--- src/rtl/tanh_ctrl_pkg.sv ---
// Shared definitions for the tanh-unit control sequencer: state encoding,
// step-counter width and the default terminal step.
package tanh_ctrl_pkg;

    localparam int unsigned COUNT_W = 13;

    // 256 weight groups x 16 steps, followed by a 16-step final phase
    localparam logic [COUNT_W-1:0] LAST_COUNT = 13'h100F;

    typedef enum logic [1:0] {
        IDLE  = 2'd0,
        RUN   = 2'd1,
        DONE  = 2'd2,
        ABORT = 2'd3
    } state_e;

endpackage

--- src/rtl/ctrl_sequencer_if.sv ---
// Control/status bundle between the run requester and the sequencer; enable
// and count also feed the signal decoder.
interface ctrl_sequencer_if #(
    parameter int unsigned COUNT_W = tanh_ctrl_pkg::COUNT_W
);
    logic               start;
    logic               stall;
    logic               abort;
    logic               enable;
    logic [COUNT_W-1:0] count;
    logic               done;
    logic               aborted;

    modport master (
        output start, stall, abort,
        input  enable, count, done, aborted
    );

    modport slave (
        input  start, stall, abort,
        output enable, count, done, aborted
    );
endinterface

--- src/rtl/ctrl_sequencer.sv ---
// Step sequencer for one tanh-unit run: counts 0..LAST_COUNT while enabled,
// then pulses done; abort cancels a run and pulses aborted instead.
module ctrl_sequencer #(
    parameter int unsigned              COUNT_W    = tanh_ctrl_pkg::COUNT_W,
    parameter logic [COUNT_W-1:0]       LAST_COUNT = tanh_ctrl_pkg::LAST_COUNT
) (
    input  logic              clk,
    input  logic              rst,
    ctrl_sequencer_if.slave   bus
);
    import tanh_ctrl_pkg::*;

    state_e             state_q,   state_d;
    logic [COUNT_W-1:0] count_q,   count_d;
    logic               enable_q,  enable_d;
    logic               done_q,    done_d;
    logic               aborted_q, aborted_d;

    // Outputs are computed one cycle ahead so every port comes straight off a flop.
    always_comb begin
        state_d   = state_q;
        count_d   = '0;
        enable_d  = 1'b0;
        done_d    = 1'b0;
        aborted_d = 1'b0;
        unique case (state_q)
            IDLE: begin
                if (bus.start && !bus.abort) begin
                    state_d  = RUN;
                    enable_d = 1'b1;
                end
            end
            RUN: begin
                if (bus.abort) begin
                    state_d   = ABORT;
                    aborted_d = 1'b1;
                end else if (bus.stall) begin
                    count_d  = count_q;
                    enable_d = 1'b1;
                end else if (count_q == LAST_COUNT) begin
                    state_d = DONE;
                    done_d  = 1'b1;
                end else begin
                    count_d  = count_q + COUNT_W'(1);
                    enable_d = 1'b1;
                end
            end
            DONE:    state_d = IDLE;
            ABORT:   state_d = IDLE;
            default: state_d = IDLE;
        endcase
    end

    always_ff @(posedge clk or posedge rst) begin
        if (rst) begin
            state_q   <= IDLE;
            count_q   <= '0;
            enable_q  <= 1'b0;
            done_q    <= 1'b0;
            aborted_q <= 1'b0;
        end else begin
            state_q   <= state_d;
            count_q   <= count_d;
            enable_q  <= enable_d;
            done_q    <= done_d;
            aborted_q <= aborted_d;
        end
    end

    assign bus.enable  = enable_q;
    assign bus.count   = count_q;
    assign bus.done    = done_q;
    assign bus.aborted = aborted_q;

endmodule

--- src/flat_wrapper.sv ---
// flat-port wrapper written by rule: the top's interface ports become plain ports
module ctrl_sequencer_flat import tanh_ctrl_pkg::*;
#(
    parameter int unsigned              COUNT_W    = tanh_ctrl_pkg::COUNT_W,
    parameter logic [COUNT_W-1:0]       LAST_COUNT = tanh_ctrl_pkg::LAST_COUNT
)
  (clk, rst, bus_start, bus_stall, bus_abort, bus_enable, bus_count, bus_done, bus_aborted);
  ctrl_sequencer_if #(.COUNT_W(COUNT_W)) bus_i ();
  input  logic clk;
  input  logic rst;
  input wire logic [$bits(bus_i.start)-1:0] bus_start;
  input wire logic [$bits(bus_i.stall)-1:0] bus_stall;
  input wire logic [$bits(bus_i.abort)-1:0] bus_abort;
  output wire logic [$bits(bus_i.enable)-1:0] bus_enable;
  output wire logic [$bits(bus_i.count)-1:0] bus_count;
  output wire logic [$bits(bus_i.done)-1:0] bus_done;
  output wire logic [$bits(bus_i.aborted)-1:0] bus_aborted;
  assign bus_i.start = bus_start;
  assign bus_i.stall = bus_stall;
  assign bus_i.abort = bus_abort;
  assign bus_enable = bus_i.enable;
  assign bus_count = bus_i.count;
  assign bus_done = bus_i.done;
  assign bus_aborted = bus_i.aborted;
  ctrl_sequencer #(.COUNT_W(COUNT_W), .LAST_COUNT(LAST_COUNT)) u_core (.clk(clk), .rst(rst), .bus(bus_i));
endmodule
--- config.mk ---
export PLATFORM = sky130hd
export DESIGN_NAME = ctrl_sequencer_flat
export DESIGN_NICKNAME = d
export VERILOG_FILES = /design/src/rtl/tanh_ctrl_pkg.sv /design/src/rtl/ctrl_sequencer_if.sv /design/src/rtl/ctrl_sequencer.sv /design/src/flat_wrapper.sv
export SDC_FILE = /design/constraint.sdc
export NUM_CORES = 1
export LEC_CHECK = 0
export BUFFER_PORTS_ARGS = -buffer_cell sky130_fd_sc_hd__buf_4
export CORE_UTILIZATION = 55
export DETAILED_ROUTE_END_ITERATION = 8
export GPL_ROUTABILITY_DRIVEN = 0
export GPL_TIMING_DRIVEN = 0
export MAX_ROUTING_LAYER = met4
export PLACE_DENSITY_LB_ADDON = 0.2
export SLEW_MARGIN = 20
export SYNTH_ARGS = -nofsm -noshare
export SYNTH_HDL_FRONTEND = slang
export SYNTH_SLANG_ARGS = --single-unit
--- constraint.sdc ---
create_clock -name clk -period 5.6 [get_ports clk]
set_clock_uncertainty 0.2 [all_clocks]
set_input_delay 0.28 -clock clk [delete_from_list [all_inputs] [get_ports clk]]
set_output_delay 0.28 -clock clk [all_outputs]
set_load 0.03 [all_outputs]
# After elaboration in Yosys (flattened, before gate mapping)
# Cells that the tools add are included.
# totals
wordCells,38
input_bits,5
reg_bits,18
out_inout_bits,16
# op_classes
n_addsub,1
n_mux,20
eq_ne,7
n_reduce_logical,5
# ops
operator,count
two-way mux 13 bit,4
adder 13 x 1 -> 13 bit (second input constant),1
equality test 13 bit (second input constant),1
two-way mux 1 bit,10
two-way mux 2 bit,4
one-hot mux 2 bit (3 select lines),1
equality test 2 bit (second input constant),2
!= test 3 x 2 -> 1 bit (second input constant),1
!= test 3 bit (second input constant),1
AND reduction 3 bit,1
equality test 2 x 1 -> 1 bit (second input constant),1
logical NOT 2 bit,1
!= test 2 x 1 -> 1 bit (second input constant),1
one-hot mux 1 bit (2 select lines),1
OR reduction 2 bit,1
logical AND 1 bit,1
logical NOT 1 bit,1

# Depth between registers and ports, before layout
# Gate-level depths: netlist (run 1).
# logic_depth
ltp_word,5
mapped_depth,7
depth_no_buf,5

# Worst setup path before layout (run 1)
# Ideal clock, no wire load.
# synth_path
path_type,flip-flop to flip-flop
from,"reg u_core.count_q[6], in the netlist u_core.bus.count[6]"
to,"reg u_core.enable_q, in the netlist u_core.bus.enable"
path_buffers,2
t_required_ns,5.278
arrival_ns,1.994
path_stages_with_launch,7
synth_period_minus_slack_ns,2.315
setup_slack_ns,3.285
setup_ns,0.122
path_cell_list,dfrtp_1 or4_1 or4_4 buf_6 o21bai_4 buf_6 o21ai_2
# synth_via
elab_chain_len,5
# synth_rtl
item,line_no,source
from (decl),ctrl_sequencer.sv:14,"logic [COUNT_W-1:0] count_q, count_d;"
from (signal assigned),ctrl_sequencer.sv:63,count_q <= count_d;
equality test 13 bit,ctrl_sequencer.sv:40,end else if (count_q == LAST_COUNT) begin
two-way mux 1 bit,ctrl_sequencer.sv:40,
two-way mux 1 bit,ctrl_sequencer.sv:37,end else if (bus.stall) begin
two-way mux 1 bit,ctrl_sequencer.sv:34,if (bus.abort) begin
one-hot mux 1 bit (2 select lines),ctrl_sequencer.sv:26,unique case (state_q)
net u_core.enable_d,ctrl_sequencer.sv:15,"logic enable_q, enable_d;"
to (signal assigned),ctrl_sequencer.sv:64,enable_q <= enable_d;
to (decl),ctrl_sequencer.sv:15,
# The timed path passes the listed nets, and every way through them passes these cells.
# A chain may end at the register's enable or synchronous reset.

# Worst setup path after layout (run 1)
# layout_path
from,in bus_stall
to,"reg u_core.count_q[4], in the netlist u_core.bus.count[4]"
# layout_via
elab_chain_len,1
# layout_rtl
item,line_no,source
from (decl),flat_wrapper.sv:12,input wire logic [$bits(bus_i.stall)-1:0] bus_stall;
!= test 3 bit (no line),--,
# No other way between the ends.

==> key figures, run 1 <==
Run status
  • Status: complete, no violations

Final layout
  • Fill count: 121
  • Area Overhead vs Synth: 24.9%
  • Antenna diodes: 0
  • Layout cell share with drive strength beyond 1: 27.4%
  • Register area: 450 µm²
  • # nets final: 120
  • Final Cell Area: 0.00114 mm²
  • Multi-input logic area: 425 µm²
  • Finished Layout Cells: 129

Yosys
  • Main synth FF type: dfrtp_1
  • Post-synthesis sequential area ratio: 49.5%
  • Area leader, netlist: dfrtp_1
  • Ys async rst share: 100%
  • Synth top area share: 49.5%
  • Post-synth EDFFs: 0
  • Yosys cell types: 33
  • Synthesized area: 910 µm²
  • Synthesis warning total: 0
  • Synth Net Count: 93
  • #FFs+latches synth: 18
  • Post-Syn Instances: 87
  • Synth Area per Inst: 10.5 µm²
  • Synth area leaders: dfrtp_1 50%, xnor2_1 7.7%, nor2_1 5.0%, nand2_1 2.9%, buf_6 2.5%

GRT
  • Vias in the first global route: 692
  • Grt total ovfl: 0
  • Initial antenna violation count: 0
  • Largest net degree at the start of global routing: 19
  • Total GRT Usage: 23.3%
  • Global-route wire length before repair: 3050 µm

Drt
  • Post-route antenna net violation count: 0
  • Uppermost layer routed: met4
  • Routed vias/inst: 6.04
  • Drt wl/cell: 14.7 µm
  • Via count: 779
  • Metal-1 WL: 835 µm
  • DR DRC count: 0
  • Metal2 WL: 921 µm
  • Final wirelength: 1900 µm
  • Met3 routed WL: 92 µm
  • 1st-pass router iterations: 4
  • First DRT Iteration DRCs: 13

Pwr
  • PwrDens: 277 mW/mm²
  • Seq pwr share: 49.5%
  • Combinational Power Share: 24.1%
  • Peak supply drop: 0.239 mV
  • Int Power: 216 µW
  • Leakage: 0.000504 µW
  • Net switching power: 99.1 µW
  • Clk pwr share: 26.4%
  • Switching portion of total power: 31.5%

Worst setup path
  • Reg2reg path depth: 6
  • CP Capture Type: register
  • WP data arrival: 2.45 ns
  • CP Launch Type: input pin
  • WP data required: 5.60 ns
  • Crit path kind: input pin to register
  • Critical path peak fanout: 10

Timing
  • Worst setup margin: 3.15 ns
  • Fin. max-slew vios: 0
  • Final Hold Slack: 0.0481 ns
  • RSZ-0062 raised after global routing: false
  • Setup-failing EPs final: 0
  • Setup TNS: 0 ns
  • Peak Freq: 0.408 GHz
  • Tcrit/Tclk final: 43.7%
  • Slew @ Worst Pin: 0.814 ns
  • Fin crit period: 2.45 ns
  • Rel. slew slack: 45.0%
  • Hold Vio Cnt, Final: 0

Placement
  • DP Area: 0.00108 mm²
  • I/O Buffers: 20
  • Pre-CTS setup slack: 3.31 ns
  • Placed Cells: 123
  • Post-DP HPWL: 1350 µm

Job
  • Maxcap violations: 0

Die
  • Die area: 0.00182 mm²
  • Ports: 21
  • Die X: 42.7 µm
  • Site Rows: 14
  • Core box area: 0.00152 mm²
  • Initial Utilization: 59.7%
  • Die extent in y: 42.7 µm

Clocking
  • Largest buffer count on any clock path: 2
  • CTS clock-pin slew for the worst setup and hold paths: 0.11 ns
  • Number of CTS-inserted buffers: 3
  • Skew-Pair Late Insertion Delay: 0.30 ns
  • TritonCTS Sinks: 18
  • Setup bufs post-CTS: 0
  • CTS tree: done
  • CTS root buffer: clkbuf_4
  • H-tree lvl count: 1

Worst hold path
  • Worst Hold Depth: 3
  • Class of the tightest hold or removal check: input pin to register
[cell usage after synthesis (all sizes together), types with 2 or more instances]
cell / number
buf: 2
o21ai: 4
nand4: 2
xnor2: 8
nand3: 2
nor4b: 2
or3: 2
nand2: 7
and3b: 2
nor2: 12
nor3: 3
nand4b: 2
or4: 3
inv: 2
dfrtp: 18
[power groups by stage]
stage / clock network (µW) / registers [µW] / logic (µW)
4_1_cts: 83.8 / 156 / 76.2
5_1_grt: 88.0 / 158 / 82.4
3_5_place_dp: 0 / 159 / 75.0
6_report: 83.0 / 156 / 75.9
2_1_floorplan: 0 / 168 / 41.9
3_3_place_gp: 0 / 158 / 72.7
[layer usage]
metal | global-route usage (%) | up-vias
met2 | 34.5 | 29
met1 | 31.3 | 382
met3 | 2.55 | 7
met5 | - | -
li1 | - | 361
met4 | 13.1 | 0
[kinds of logic (layout without fill, tap and decap cells)]
logic type                 count (synthesis)  after routing  share of synthesized area (%)
AOI/OAI and AO/OA                         11             11                           9.91
xor gates and xnor gates                   8              8                           7.70
buffers and inverters                      5             31                           3.71
DFF                                       18             18                           49.5
adders and majority gates                  1              1                           1.38
and+or+nand+nor                           44             44                           27.8
[final timing paths]
check	start	to	slack, ns
setup / recovery	bus_stall	u_core.bus.count[4]$_DFFE_PP0P_	3.15
hold / removal	bus_start	u_core.bus.enable$_DFF_PP0_	0.05
min in group asynchronous	rst	u_core.bus.count[11]$_DFFE_PP0P_	0.43
hold reg to reg	u_core.state_q[1]$_DFFE_PP0P_	u_core.state_q[0]$_DFFE_PP0P_	0.36
max in group asynchronous	rst	u_core.bus.aborted$_DFF_PP0_	4.33
setup reg to reg	u_core.bus.count[6]$_DFFE_PP0P_	u_core.bus.enable$_DFF_PP0_	3.29
[critical path, stage by stage]
cell and delay (ns):
dlygate4sd3_1 0.52, buf_4 0.14, nor4bb_1 0.72, clkbuf_1 0.45, nor2_1 0.12, xnor2_1 0.18, nor2_1 0.06
[layout make-up]
cell class | count | area share [%]
sequential | 18 | 39.6
multi-input combinational | 64 | 37.4
timing repair buffer | 22 | 15.0
clock buffer | 4 | 3.19
buffer | 3 | 2.31
tap | 16 | 1.76
inverter | 2 | 0.661
[cells in the final DEF, fill, tap and decap left out, types with 2 or more instances in the layout]
cell            n
and3b_1         2
buf_4          20
buf_6           2
clkbuf_4        3
dfrtp_1        18
dlygate4sd3_1   2
inv_1           2
nand2_1         7
nand3_1         2
nand4_1         2
nand4b_1        2
nor2_1         12
nor3_1          3
nor4b_1         2
o21ai_0         2
o21ai_2         2
or3_1           2
or4_1           2
xnor2_1         8
[repair_timing]
action | CTS | global route
gates resized for setup | 0 | 0
hold buffers | 2 | 0
hold endpoints to repair | 19 | 0
[state kept, by name, summed over array words and instances, names as in the netlist]
name	flops
u_core.state_q	2
u_core.bus.done	1
u_core.bus.count	13
u_core.bus.enable	1
u_core.bus.aborted	1
[per-stage QoR]
step,power [µW],util (%)
2_1_floorplan,210,-
3_3_place_gp,230,70.9
3_5_place_dp,234,70.9
4_1_cts,316,74.5
5_1_grt,328,74.5
6_report,315,74.5
(Power assumes the default switching activity.)
==> run 2, diff against run 1 <==
--- a/config.mk
+++ b/config.mk
@@ -6,7 +6,7 @@
 export NUM_CORES = 1
 export LEC_CHECK = 0
 export BUFFER_PORTS_ARGS = -buffer_cell sky130_fd_sc_hd__buf_4
-export CORE_UTILIZATION = 55
+export CORE_UTILIZATION = 46
 export DETAILED_ROUTE_END_ITERATION = 8
 export GPL_ROUTABILITY_DRIVEN = 0
 export GPL_TIMING_DRIVEN = 0
==> constraint.sdc (replaced) <==
create_clock -name clk -period 2.15 [get_ports clk]
set_clock_uncertainty 0.2 [all_clocks]
set_input_delay 0.1075 -clock clk [delete_from_list [all_inputs] [get_ports clk]]
set_output_delay 0.1075 -clock clk [all_outputs]
set_load 0.03 [all_outputs]
==> key figures, run 2 (synthesis results as in run 1) <==
Timing
  • Rel. slew slack: 56.4%
  • Fin crit period: 2.14 ns
  • Fin. max-slew vios: 0
  • Slew @ Worst Pin: 0.654 ns
  • Hold Vio Cnt, Final: 0
  • Setup-failing EPs final: 0
  • RSZ-0062 raised after global routing: true
  • Peak Freq: 0.468 GHz
  • Setup TNS: 0 ns
  • Tcrit/Tclk final: 99.4%

Clocking
  • Largest buffer count on any clock path: 2
  • TritonCTS Sinks: 18
  • Skew-Pair Late Insertion Delay: 0.30 ns
  • CTS root buffer: clkbuf_4
  • CTS clock-pin slew for the worst setup and hold paths: 0.10 ns
  • H-tree lvl count: 1
  • CTS tree: done
  • Number of CTS-inserted buffers: 3

Drt
  • Final wirelength: 2120 µm
  • 1st-pass router iterations: 4
  • Routed vias/inst: 5.43
  • First DRT Iteration DRCs: 26
  • Via count: 793
  • DR DRC count: 0
  • Post-route antenna net violation count: 0
  • Drt wl/cell: 14.5 µm

Placement
  • Post-DP HPWL: 1360 µm
  • DP Area: 0.00110 mm²
  • Placed Cells: 132
  • I/O Buffers: 20

Die
  • Initial Utilization: 51.0%
  • Ports: 21
  • Core box area: 0.00178 mm²
  • Die area: 0.00216 mm²
  • Site Rows: 15
  • Die extent in y: 46.5 µm
  • Die X: 46.5 µm

Pwr
  • Peak supply drop: 0.372 mV
  • PwrDens: 667 mW/mm²
  • Total power: 821 µW
  • Leakage: 0.000528 µW

Worst setup path
  • Reg2reg path depth: 5
  • Reg2reg start: u_core.bus.count[10]$_DFFE_PP0P_
  • Crit path kind: register to register
  • CP Capture Type: register
  • Reg2Reg Capture Point: u_core.state_q[0]$_DFFE_PP0P_
  • Crit path cell chain: or4_1 -> or4_4 -> o21bai_4 -> buf_6 -> o21ai_2
  • WP data required: 2.14 ns
  • Setup slack, reg-to-reg: 0.01 ns
  • Setup crit end: u_core.state_q[0]$_DFFE_PP0P_
  • CP Launch Point: u_core.bus.count[10]$_DFFE_PP0P_
  • Critical path peak fanout: 5
  • WP data arrival: 2.13 ns
  • Slowest stage delay, CP: 0.51 ns
  • CP Launch Type: register
  • Slowest CP cell: or4_1

Final layout
  • Layout cell share with drive strength beyond 1: 37.2%
  • Area Overhead vs Synth: 35.4%
  • Final core occ: 69.1%
  • Commonest non-fill, non-tap cell in the layout: buf_4
  • Finished Layout Cells: 146
  • Final Cell Area: 0.00123 mm²
  • # nets final: 128
  • Antenna diodes: 0
  • Max reg flops: 13
  • Most frequent cells in the layout: 25 x buf_4, 13 x dfrtp_1, 12 x nor2_1

Job
  • Maxcap violations: 0

GRT
  • Met3 Usage GRT: 3.53%
  • Vias in the first global route: 764
  • Met1 usage: 29.1%
  • Grt met2 use: 36.4%
  • Total GRT Usage: 23.0%
  • Global-route wire length before repair: 3390 µm
  • Grt total ovfl: 0
  • Initial antenna violation count: 0
  • GR peak layer: met2
  • Largest net degree at the start of global routing: 19

Worst hold path
  • Class of the tightest hold or removal check: input pin to async pin

Run status
  • Status: complete, no violations
## run 2: cell count changes in the layout (fill, tap and decap cells not counted), moves of 3 or more
cell	before	now
dfrtp_2	0	5
dlygate4sd3_1	2	5
dfrtp_1	18	13
buf_4	20	25
## run 2: per-layer routing
layer / vias up / share of wire [%]
li1: 378 / -
met1: 386 / 45
met2: 24 / 50
met3: 5 / 3.8
met4: 0 / 1.5
met5: - / 0
## run 2: final cells by class
| cell class | count | area (µm²) |
|---|---|---|
| Fill cell | 149 | 552 |
| Sequential cell | 18 | 457 |
| Multi-Input combinational cell | 64 | 444 |
| Timing Repair Buffer | 31 | 249 |
| Tap cell | 25 | 31.3 |
| Clock buffer | 4 | 26.3 |
| Buffer | 2 | 16.3 |
| Inverter | 2 | 7.51 |
## run 2: stage by stage
stage | setup WS [ns] | hold slack, ns
floorplan | -0.00902 | -0.154
global placement | 0.00808 | 0.0394
detailed placement | -0.0556 | 0.0455
CTS | 0.00237 | 0.284
global route | -0.0153 | 0.334
finish | 0.0125 | 0.252
## run 2: worst min path at each step
stage	startpoint	cells after the start	to	slack, ns
6_report	rst	3	u_core.bus.count[12]$_DFFE_PP0P_	0.25
5_1_grt	rst	3	u_core.bus.count[11]$_DFFE_PP0P_	0.33
4_1_cts	rst	3	u_core.bus.count[12]$_DFFE_PP0P_	0.28
3_5_place_dp	rst	2	u_core.state_q[0]$_DFFE_PP0P_	0.05
3_3_place_gp	rst	2	u_core.bus.count[12]$_DFFE_PP0P_	0.04
2_1_floorplan	rst	1	u_core.bus.aborted$_DFF_PP0_	-0.15
## run 2: worst max-delay path, delay by kind of cell, from the launching register on
family | cells | cell delay [ns]
AND/OR/NAND/NOR | 2 | 0.99
flip-flops | 1 | 0.42
AO/OA/AOI/OAI | 2 | 0.28
buffers and inverters | 1 | 0.15
## run 2: repair_timing
action                                  in CTS  in global routing
hold endpoints to repair                    23                  0
hold buffers                                 5                  0
endpoints found under the setup margin      10                 11
gates resized for setup                      4                  4
buffers inserted                             2                  3
gates cloned                                 1                  0
pin swaps                                    0                  1
## run 2: report_power, final
| group | switching [µW] | total, µW | internal [µW] |
|---|---|---|---|
| Clock | 106 | 178 | 72.3 |
| Sequential | 37.6 | 410 | 373 |
| Combinational | 122 | 233 | 111 |
